**config.mk**
```make
export PLATFORM = sky130hd
export DESIGN_NAME = mac_tile_sequencer_flat
export DESIGN_NICKNAME = d
export VERILOG_FILES = /design/src/rtl/mac_pkg.sv /design/src/rtl/mac_tile_sequencer_if.sv /design/src/rtl/mac_seq_cnt.sv /design/src/rtl/mac_tile_sequencer.sv /design/src/flat_wrapper.sv
export SDC_FILE = /design/constraint.sdc
export NUM_CORES = 1
export LEC_CHECK = 0
export CORE_MARGIN = 5
export CORE_UTILIZATION = 40
export CTS_CLUSTER_SIZE = 14
export DETAILED_ROUTE_END_ITERATION = 8
export GPL_ROUTABILITY_DRIVEN = 0
export HOLD_SLACK_MARGIN = 0.12
export PLACE_DENSITY = 0.76
export SYNTH_ARGS = -nofsm -noshare
export SYNTH_HDL_FRONTEND = slang
export SYNTH_SLANG_ARGS = --single-unit
```
**constraint.sdc**
```tcl
create_clock -name CLK -period 2.25 [get_ports CLK]
set_clock_uncertainty 0.05 [all_clocks]
set_input_delay 0.45 -clock CLK [delete_from_list [all_inputs] [get_ports CLK]]
set_output_delay 0.45 -clock CLK [all_outputs]
set_load 0.05 [all_outputs]
```
**src/rtl/mac_pkg.sv**
```systemverilog
// Shared types and constants for the 4x4 systolic MAC tile sequencer.
// Optional PERF_CYC counter is enabled by defining MAC_SEQ_PERF_EN.
package mac_pkg;

  localparam int ARR_DIM   = 4;
  localparam int BUF_DEPTH = 8;
  localparam int DATA_W    = 64;
  localparam int FLUSH_CYC = 7;

  typedef enum logic [2:0] {
    S_IDLE  = 3'd0,
    S_CHECK = 3'd1,
    S_CLR   = 3'd2,
    S_FEED  = 3'd3,
    S_FLUSH = 3'd4,
    S_WRITE = 3'd5,
    S_FIN   = 3'd6
  } state_t;

  function automatic logic [2:0] ceil_div4(input logic [3:0] v);
    logic [4:0] s;
    s = {1'b0, v} + 5'd3;
    return s[4:2];
  endfunction

  // A job is legal when every dimension fits the buffers: 1..BUF_DEPTH.
  function automatic logic mnt_legal(input logic [11:0] mnt);
    logic ok;
    ok = 1'b1;
    for (int i = 0; i < 3; i++) begin
      if (mnt[i*4 +: 4] == 4'd0 || mnt[i*4 +: 4] > 4'(BUF_DEPTH)) ok = 1'b0;
    end
    return ok;
  endfunction

endpackage

```
**src/rtl/mac_tile_sequencer_if.sv**
```systemverilog
// Control/data bundle between the tile sequencer (master) and the host/datapath (slave).
// PERF_CYC exists only when MAC_SEQ_PERF_EN is defined.
interface mac_tile_sequencer_if;
  import mac_pkg::*;

  // Job handshake: START is taken only while the sequencer is idle (MNT sampled with it);
  // BUSY covers the job, and exactly one of DONE or ERR pulses for one cycle to close it.
  logic [11:0]       MNT;
  logic              START;
  logic              BUSY;
  logic              DONE;
  logic              ERR;
  logic              EN_I;
  logic              EN_W;
  logic [2:0]        ADDR_I;
  logic [2:0]        ADDR_W;
  logic              ACC_CLR;
  logic              FEED_VLD;
  logic              TILE_M;
  logic              TILE_T;
  logic [1:0]        ROW_SEL;
  logic [DATA_W-1:0] RES_ROW;
  logic              EN_O;
  logic              RW_O;
  logic [3:0]        ADDR_O;
  logic [DATA_W-1:0] WDATA_O;
  state_t            STATE_DBG;
`ifdef MAC_SEQ_PERF_EN
  logic [15:0]       PERF_CYC;
`endif

  modport master (
    input  MNT, START, RES_ROW,
    output BUSY, DONE, ERR, EN_I, EN_W, ADDR_I, ADDR_W, ACC_CLR, FEED_VLD,
           TILE_M, TILE_T, ROW_SEL, EN_O, RW_O, ADDR_O, WDATA_O, STATE_DBG
`ifdef MAC_SEQ_PERF_EN
    , output PERF_CYC
`endif
  );

  modport slave (
    output MNT, START, RES_ROW,
    input  BUSY, DONE, ERR, EN_I, EN_W, ADDR_I, ADDR_W, ACC_CLR, FEED_VLD,
           TILE_M, TILE_T, ROW_SEL, EN_O, RW_O, ADDR_O, WDATA_O, STATE_DBG
`ifdef MAC_SEQ_PERF_EN
    , input PERF_CYC
`endif
  );

endinterface

```
**src/rtl/mac_seq_cnt.sv**
```systemverilog
// Loadable down-counter with terminal-count flag; stops at zero.
module mac_seq_cnt #(
  parameter int W = 3
) (
  input  logic         clk_i,
  input  logic         rst_i,
  input  logic         load_i,
  input  logic [W-1:0] load_val_i,
  input  logic         dec_i,
  output logic [W-1:0] cnt_o,
  output logic         tc_o
);

  logic [W-1:0] cnt_q, cnt_d;

  always_comb begin
    cnt_d = cnt_q;
    if (load_i) begin
      cnt_d = load_val_i;
    end else if (dec_i && cnt_q != '0) begin
      cnt_d = cnt_q - W'(1);
    end
  end

  always_ff @(posedge clk_i) begin
    if (rst_i) cnt_q <= '0;
    else       cnt_q <= cnt_d;
  end

  assign cnt_o = cnt_q;
  assign tc_o  = (cnt_q == '0);

endmodule

```
**src/rtl/mac_tile_sequencer.sv**
```systemverilog
// Tile sequencer for the 4x4 systolic MAC array: CHECK, then per tile CLR/FEED/FLUSH/WRITE.
// All outputs are registered from the next state. MAC_SEQ_PERF_EN adds the PERF_CYC counter.
module mac_tile_sequencer
  import mac_pkg::*;
(
  input logic                  CLK,
  input logic                  RST,
  mac_tile_sequencer_if.master bus
);

  state_t            state_q, state_d;
  logic [11:0]       mnt_q, mnt_d;
  logic              tile_m_q, tile_m_d, tile_t_q, tile_t_d;
  logic              busy_q, busy_d, done_q, done_d, err_q, err_d;
  logic              clr_q, clr_d, en_q, en_d, vld_q;
  logic [2:0]        addr_q, addr_d;
  logic [1:0]        row_sel_q, row_sel_d;
  logic              eno_q, eno_d;
  logic [3:0]        addro_q, addro_d;
  logic [DATA_W-1:0] wdata_q, wdata_d;

  logic [2:0] feed_cnt, flush_cnt, n_m1, tm_last, tt_last;
  logic [1:0] wr_cnt, cur_row, nxt_row;
  logic       feed_tc, flush_tc, wr_tc, last_m, last_t;
  logic [2:0] g_nxt;

  assign n_m1    = mnt_q[6:4] - 3'd1;
  assign tm_last = ceil_div4(mnt_q[11:8]) - 3'd1;
  assign tt_last = ceil_div4(mnt_q[3:0]) - 3'd1;
  assign last_m  = ({2'b00, tile_m_q} == tm_last);
  assign last_t  = ({2'b00, tile_t_q} == tt_last);
  assign cur_row = 2'(ARR_DIM - 1) - wr_cnt;

  mac_seq_cnt #(.W(3)) u_feed_cnt (
    .clk_i(CLK), .rst_i(RST), .load_i(state_q == S_CLR), .load_val_i(n_m1),
    .dec_i(state_q == S_FEED), .cnt_o(feed_cnt), .tc_o(feed_tc)
  );

  mac_seq_cnt #(.W(3)) u_flush_cnt (
    .clk_i(CLK), .rst_i(RST), .load_i(state_q == S_FEED), .load_val_i(3'(FLUSH_CYC - 1)),
    .dec_i(state_q == S_FLUSH), .cnt_o(flush_cnt), .tc_o(flush_tc)
  );

  mac_seq_cnt #(.W(2)) u_wr_cnt (
    .clk_i(CLK), .rst_i(RST), .load_i(state_q == S_FLUSH), .load_val_i(2'(ARR_DIM - 1)),
    .dec_i(state_q == S_WRITE), .cnt_o(wr_cnt), .tc_o(wr_tc)
  );

  always_comb begin
    state_d  = state_q;
    mnt_d    = mnt_q;
    tile_m_d = tile_m_q;
    tile_t_d = tile_t_q;
    case (state_q)
      S_IDLE: begin
        if (bus.START) begin
          mnt_d   = bus.MNT;
          state_d = S_CHECK;
        end
      end
      S_CHECK: begin
        if (mnt_legal(mnt_q)) begin
          tile_m_d = 1'b0;
          tile_t_d = 1'b0;
          state_d  = S_CLR;
        end else begin
          state_d = S_IDLE;
        end
      end
      S_CLR:   state_d = S_FEED;
      S_FEED:  if (feed_tc)  state_d = S_FLUSH;
      S_FLUSH: if (flush_tc) state_d = S_WRITE;
      S_WRITE: begin
        if (wr_tc) begin
          if (last_t && last_m) begin
            state_d = S_FIN;
          end else begin
            state_d = S_CLR;
            if (last_t) begin
              tile_t_d = 1'b0;
              tile_m_d = tile_m_q + 1'b1;
            end else begin
              tile_t_d = tile_t_q + 1'b1;
            end
          end
        end
      end
      S_FIN:   state_d = S_IDLE;
      default: state_d = S_IDLE;
    endcase
  end

  // ROW_SEL runs one cycle ahead of the write beat, so WDATA_O can register RES_ROW
  // in the same edge that raises EN_O for that row.
  always_comb begin
    busy_d    = 1'b0;
    err_d     = 1'b0;
    done_d    = (state_d == S_FIN);
    clr_d     = (state_d == S_CLR);
    en_d      = (state_d == S_FEED);
    addr_d    = addr_q;
    row_sel_d = row_sel_q;
    eno_d     = 1'b0;
    addro_d   = addro_q;
    wdata_d   = wdata_q;
    nxt_row   = (state_q == S_WRITE) ? cur_row + 2'd1 : 2'd0;
    g_nxt     = {tile_m_q, nxt_row};

    case (state_d)
      S_CHECK: begin
        busy_d = mnt_legal(mnt_d);
        err_d  = !mnt_legal(mnt_d);
      end
      S_CLR, S_FEED, S_FLUSH, S_WRITE: busy_d = 1'b1;
      default: busy_d = 1'b0;
    endcase

    if (state_d == S_FEED) begin
      addr_d = (state_q == S_FEED) ? n_m1 - feed_cnt + 3'd1 : 3'd0;
    end

    if (state_d == S_WRITE) begin
      row_sel_d = (nxt_row == 2'd3) ? 2'd3 : nxt_row + 2'd1;
      eno_d     = ({1'b0, g_nxt} < mnt_q[11:8]);
      if (eno_d) begin
        addro_d = {g_nxt, tile_t_q};
        wdata_d = bus.RES_ROW;
      end
    end else if (state_q == S_FLUSH && flush_cnt == 3'd1) begin
      row_sel_d = 2'd0;
    end
  end

  always_ff @(posedge CLK) begin
    if (RST) begin
      state_q   <= S_IDLE;
      mnt_q     <= '0;
      tile_m_q  <= 1'b0;
      tile_t_q  <= 1'b0;
      busy_q    <= 1'b0;
      done_q    <= 1'b0;
      err_q     <= 1'b0;
      clr_q     <= 1'b0;
      en_q      <= 1'b0;
      vld_q     <= 1'b0;
      addr_q    <= '0;
      row_sel_q <= '0;
      eno_q     <= 1'b0;
      addro_q   <= '0;
      wdata_q   <= '0;
    end else begin
      state_q   <= state_d;
      mnt_q     <= mnt_d;
      tile_m_q  <= tile_m_d;
      tile_t_q  <= tile_t_d;
      busy_q    <= busy_d;
      done_q    <= done_d;
      err_q     <= err_d;
      clr_q     <= clr_d;
      en_q      <= en_d;
      vld_q     <= en_q;
      addr_q    <= addr_d;
      row_sel_q <= row_sel_d;
      eno_q     <= eno_d;
      addro_q   <= addro_d;
      wdata_q   <= wdata_d;
    end
  end

`ifdef MAC_SEQ_PERF_EN
  logic [15:0] perf_q;

  always_ff @(posedge CLK) begin
    if (RST) begin
      perf_q <= '0;
    end else if (state_q == S_IDLE && bus.START) begin
      perf_q <= '0;
    end else if (busy_q && perf_q != 16'hFFFF) begin
      perf_q <= perf_q + 16'd1;
    end
  end

  assign bus.PERF_CYC = perf_q;
`endif

  assign bus.BUSY      = busy_q;
  assign bus.DONE      = done_q;
  assign bus.ERR       = err_q;
  assign bus.EN_I      = en_q;
  assign bus.EN_W      = en_q;
  assign bus.ADDR_I    = addr_q;
  assign bus.ADDR_W    = addr_q;
  assign bus.ACC_CLR   = clr_q;
  assign bus.FEED_VLD  = vld_q;
  assign bus.TILE_M    = tile_m_q;
  assign bus.TILE_T    = tile_t_q;
  assign bus.ROW_SEL   = row_sel_q;
  assign bus.EN_O      = eno_q;
  assign bus.RW_O      = eno_q;
  assign bus.ADDR_O    = addro_q;
  assign bus.WDATA_O   = wdata_q;
  assign bus.STATE_DBG = state_q;

endmodule

```
**src/flat_wrapper.sv**
```systemverilog
// flat-port wrapper written by rule: the top's interface ports become plain ports
module mac_tile_sequencer_flat import mac_pkg::*;
  (CLK, RST, bus_MNT, bus_START, bus_RES_ROW, bus_BUSY, bus_DONE, bus_ERR, bus_EN_I, bus_EN_W, bus_ADDR_I, bus_ADDR_W, bus_ACC_CLR, bus_FEED_VLD, bus_TILE_M, bus_TILE_T, bus_ROW_SEL, bus_EN_O, bus_RW_O, bus_ADDR_O, bus_WDATA_O, bus_STATE_DBG);
  mac_tile_sequencer_if bus_i ();
  input logic CLK;
  input logic RST;
  input wire logic [$bits(bus_i.MNT)-1:0] bus_MNT;
  input wire logic [$bits(bus_i.START)-1:0] bus_START;
  input wire logic [$bits(bus_i.RES_ROW)-1:0] bus_RES_ROW;
  output wire logic [$bits(bus_i.BUSY)-1:0] bus_BUSY;
  output wire logic [$bits(bus_i.DONE)-1:0] bus_DONE;
  output wire logic [$bits(bus_i.ERR)-1:0] bus_ERR;
  output wire logic [$bits(bus_i.EN_I)-1:0] bus_EN_I;
  output wire logic [$bits(bus_i.EN_W)-1:0] bus_EN_W;
  output wire logic [$bits(bus_i.ADDR_I)-1:0] bus_ADDR_I;
  output wire logic [$bits(bus_i.ADDR_W)-1:0] bus_ADDR_W;
  output wire logic [$bits(bus_i.ACC_CLR)-1:0] bus_ACC_CLR;
  output wire logic [$bits(bus_i.FEED_VLD)-1:0] bus_FEED_VLD;
  output wire logic [$bits(bus_i.TILE_M)-1:0] bus_TILE_M;
  output wire logic [$bits(bus_i.TILE_T)-1:0] bus_TILE_T;
  output wire logic [$bits(bus_i.ROW_SEL)-1:0] bus_ROW_SEL;
  output wire logic [$bits(bus_i.EN_O)-1:0] bus_EN_O;
  output wire logic [$bits(bus_i.RW_O)-1:0] bus_RW_O;
  output wire logic [$bits(bus_i.ADDR_O)-1:0] bus_ADDR_O;
  output wire logic [$bits(bus_i.WDATA_O)-1:0] bus_WDATA_O;
  output wire logic [$bits(bus_i.STATE_DBG)-1:0] bus_STATE_DBG;
  assign bus_i.MNT = bus_MNT;
  assign bus_i.START = bus_START;
  assign bus_i.RES_ROW = bus_RES_ROW;
  assign bus_BUSY = bus_i.BUSY;
  assign bus_DONE = bus_i.DONE;
  assign bus_ERR = bus_i.ERR;
  assign bus_EN_I = bus_i.EN_I;
  assign bus_EN_W = bus_i.EN_W;
  assign bus_ADDR_I = bus_i.ADDR_I;
  assign bus_ADDR_W = bus_i.ADDR_W;
  assign bus_ACC_CLR = bus_i.ACC_CLR;
  assign bus_FEED_VLD = bus_i.FEED_VLD;
  assign bus_TILE_M = bus_i.TILE_M;
  assign bus_TILE_T = bus_i.TILE_T;
  assign bus_ROW_SEL = bus_i.ROW_SEL;
  assign bus_EN_O = bus_i.EN_O;
  assign bus_RW_O = bus_i.RW_O;
  assign bus_ADDR_O = bus_i.ADDR_O;
  assign bus_WDATA_O = bus_i.WDATA_O;
  assign bus_STATE_DBG = bus_i.STATE_DBG;
  mac_tile_sequencer u_core (.CLK(CLK), .RST(RST), .bus(bus_i));
endmodule
```
==> impl_results.md <==
- Worst setup path startpoint: u_core.mnt_q[0]
- Min-Delay Startpoint: u_core.bus.WDATA_O[25]
- Max-slew headroom: 62.9%
- Leak: 0.00263 uW
- Final hold vios: 0
- Die X: 118 um
- Share of layout cells above drive strength 1: 20.2%
- TritonCTS clock tree: built
- Post-synth top area share: between 40% and 50%
- Gate power share: 19.6%
- Dpl hpwl: 9870 um
- Failing checks: negative setup slack
- Max cap viols: 0
- Final nets: around 830
- Hold Crit Class: register to register
- Synthesis-stage register bit count: 105
- Port bufs: between 150 and 200
- Number of distinct library cells after synthesis: 53
- Vias in the first global route: roughly 5.0k
- Syn Nets: ~660
- R2r startpoint: u_core.mnt_q[0]
- VDD IR-drop max: approximately 0.00039 V
- Sequential-to-total area share from yosys stat: 45.4%
- CP endpoint kind: register
- Vias per inst: around 5.5
- Initial antenna violation count: 0
- Pin count of the biggest net entering global routing: 76
- Post-route cell area: 7460 sq um
- Maximum clock rate: 434 MHz
- CTS H-tree lvls: 3
- Hold buffers post-CTS: 0
- Total GRT Usage: 20.7%
- Core area: ~11000 sq um
- Post-Synthesis Cell Area: about 4600 sq um
- Ports: around 170
- Total wire length: roughly 15000 um
- Root Buffer: clkbuf_16
- Fin crit period: 2.30 ns
- Fill cells: 937
- Required @ worst endpoint: ~2.4 ns
- Part of the cycle the worst path needs: 102%
- Max Slew Vio Count: 0
- Wire per inst: 17.2 um
- DIE HEIGHT: 118 um
- Largest cells by area after synthesis: dfxtp_1, a21oi_1, nand3_1, o21ai_0, ha_1
- Setup TNS: -0.113 ns
- Sw power: ~1200 uW
- Post-synth EDFFs: 0
- Die area: 13800 sq um
- Ys Warns: 0
- Finish-stage setup viols: 3
- Final ANT Viol Nets: 0
- CP max FO: 4
- Clk buf depth: 2
- Antenna cells: 0
- Initial Utilization: 40.7%
- Clock network fraction of design power: ~37%
- RSZ-0062 raised after global routing: yes
- Post-synth top flop: dfxtp_1
- Power per Cell Area: 588 nW/um^2
- First drt pass iteration count: 5
- Crit start category: register
- Final worst slack: -0.0544 ns
- First-pass GRT wire length: 24300 um
- 1st-iter DRT viols: 275
- Async set-reset flop share out of synthesis: 0%
- Placed cell areas: 6590 sq um
- Sink Count: 105
- Crit path kind: register to register
- Clock transition at path regs: 0.07 ns
- Crit path DAT: between 2 and 2.5 ns
- Vias: 4882
- Int Power: ~3200 uW
- Mean Syn Cell Area: 8.19 sq um
- DRC viols: 0
- Worst-Margin Slew: around 0.56 ns
- Post-Syn Instances: roughly 570
- Cell accounting for the most synthesized area: dfxtp_1
- CTS Buf Count: 9
- Switching share of total power: 26.2%
- Syn-to-layout area delta: 61.3%
- Congestion Overflow GR: 0
- Flop pwr share: 43.3%
- Clock latency on the worst-skew pair: 0.33 ns
- Dpl ws: -0.152 ns
- Row cnt: 39
- Status: complete, but fails checks
[power by group through the flow]
stage               combinational (uW)  sequential, uW  clock [uW]
floorplan                          312            1960           0
global placement                   607            1940           0
detailed placement                 621            1940           0
CTS                                774            1900        1660
global route                       917            1900        1740
finish                             861            1900        1630
[area by class of cell]
cell class	count	area [sq um]	share of cell area, %
inverters	18	70.1	0.939
multi-input cells	390	2540	34.0
clock inverters	5	61.3	0.821
repair buffers	215	2250	30.1
clock buffers	11	253	3.39
flip-flops and latches	105	2120	28.4
well taps	143	179	2.40
[placed cells by master (no fill, tap or decap), types with 3 or more instances in the layout]
cell	instances
buf_4	32
o31ai_1	4
clkbuf_16	13
ha_4	4
nand2_1	38
o21ai_1	5
ha_1	10
xor2_1	6
nor3_1	12
dfxtp_2	6
xnor2_1	6
buf_12	6
a31o_2	3
nor2b_1	4
o21ai_0	28
o21ai_2	39
nor2_1	17
clkdlybuf4s50_1	165
a22oi_1	3
inv_2	3
a21oi_1	89
nand3_1	72
inv_1	14
dfxtp_1	97
buf_8	3
[synthesized netlist by cell type, types with 3 or more instances]
cell type,count
a31o_2,3
dfxtp_1,105
nor3_1,13
o31ai_1,5
o21ai_0,70
buf_1,5
ha_1,14
clkbuf_1,36
nand3_1,73
buf_4,7
buf_2,4
inv_1,17
a21oi_1,90
xor2_1,7
xnor2_1,6
nor2_1,17
nor2b_1,4
and3_1,4
nand2_1,39
nand2b_1,3
o21ai_1,3
a22oi_1,3
[kinds of logic (layout without fill, tap and decap cells)]
family,after synthesis,after routing,synth area share (%)
AOI/OAI and AO/OA,191,191,23.3
and+or+nand+nor,171,171,18.4
DFF,105,105,45.4
buffers and inverters,70,249,6.36
adders and majority gates,14,14,3.79
xor gates and xnor gates,13,13,2.46
muxes,1,1,0.216
[worst paths after layout]
| check | end | slack, ns | cells after the start |
|---|---|---|---|
| worst max-delay path | u_core.bus.TILE_M | -0.05 | 9 |
| worst min-delay path | u_core.bus.WDATA_O[25] | 0.41 | 2 |
| worst max register to register | u_core.bus.TILE_M | -0.05 | 9 |
| worst min register to register | u_core.bus.WDATA_O[25] | 0.41 | 2 |
[critical path, stage by stage (launching register included)]
cell and delay (ns):
dfxtp_1 0.35, or3_4 0.40, nand2_4 0.08, ha_4 0.21, nor3b_2 0.15, and3_4 0.19
a211oi_4 0.35, o31ai_2 0.11, a32oi_1 0.21, o31ai_1 0.09
[metrics by stage]
stage          hold WS [ns]  power [uW]  utilization, %  instances
6_report              0.410        4390            65.6        887
5_1_grt               0.437        4560            65.6        887
2_1_floorplan         0.399        2270               -        565
3_3_place_gp          0.408        2550            58.0        853
3_5_place_dp          0.417        2560            58.0        853
4_1_cts               0.415        4330            63.3        882
[flip-flops by register name (all words and copies together) (netlist names), 2 cells and up]
| register | flops |
|---|---|
| u_core.bus.ADDR_I | 3 |
| u_core.bus.ADDR_O | 4 |
| u_core.u_feed_cnt.cnt_o | 3 |
| u_core.bus.WDATA_O | 64 |
| u_core.bus.STATE_DBG | 3 |
| u_core.mnt_q | 12 |
| u_core.bus.ROW_SEL | 2 |
| u_core.u_flush_cnt.cnt_o | 3 |
| u_core.u_wr_cnt.cnt_o | 2 |
[routing by layer]
metal	part of all wire [%]	GRT usage, %	up-vias
li1	-	-	2366
met1	40	24.0	2329
met2	51	35.6	165
met3	6.6	6.01	22
met4	2.4	8.67	0
met5	0	0	-
[timing repair]
item,in CTS,in global routing
setup endpoints to repair,75,76
buffers inserted,10,3
pin swaps,11,57
gates cloned,3,5
resized for setup,55,69
Power figures use the tool's default switching activity.
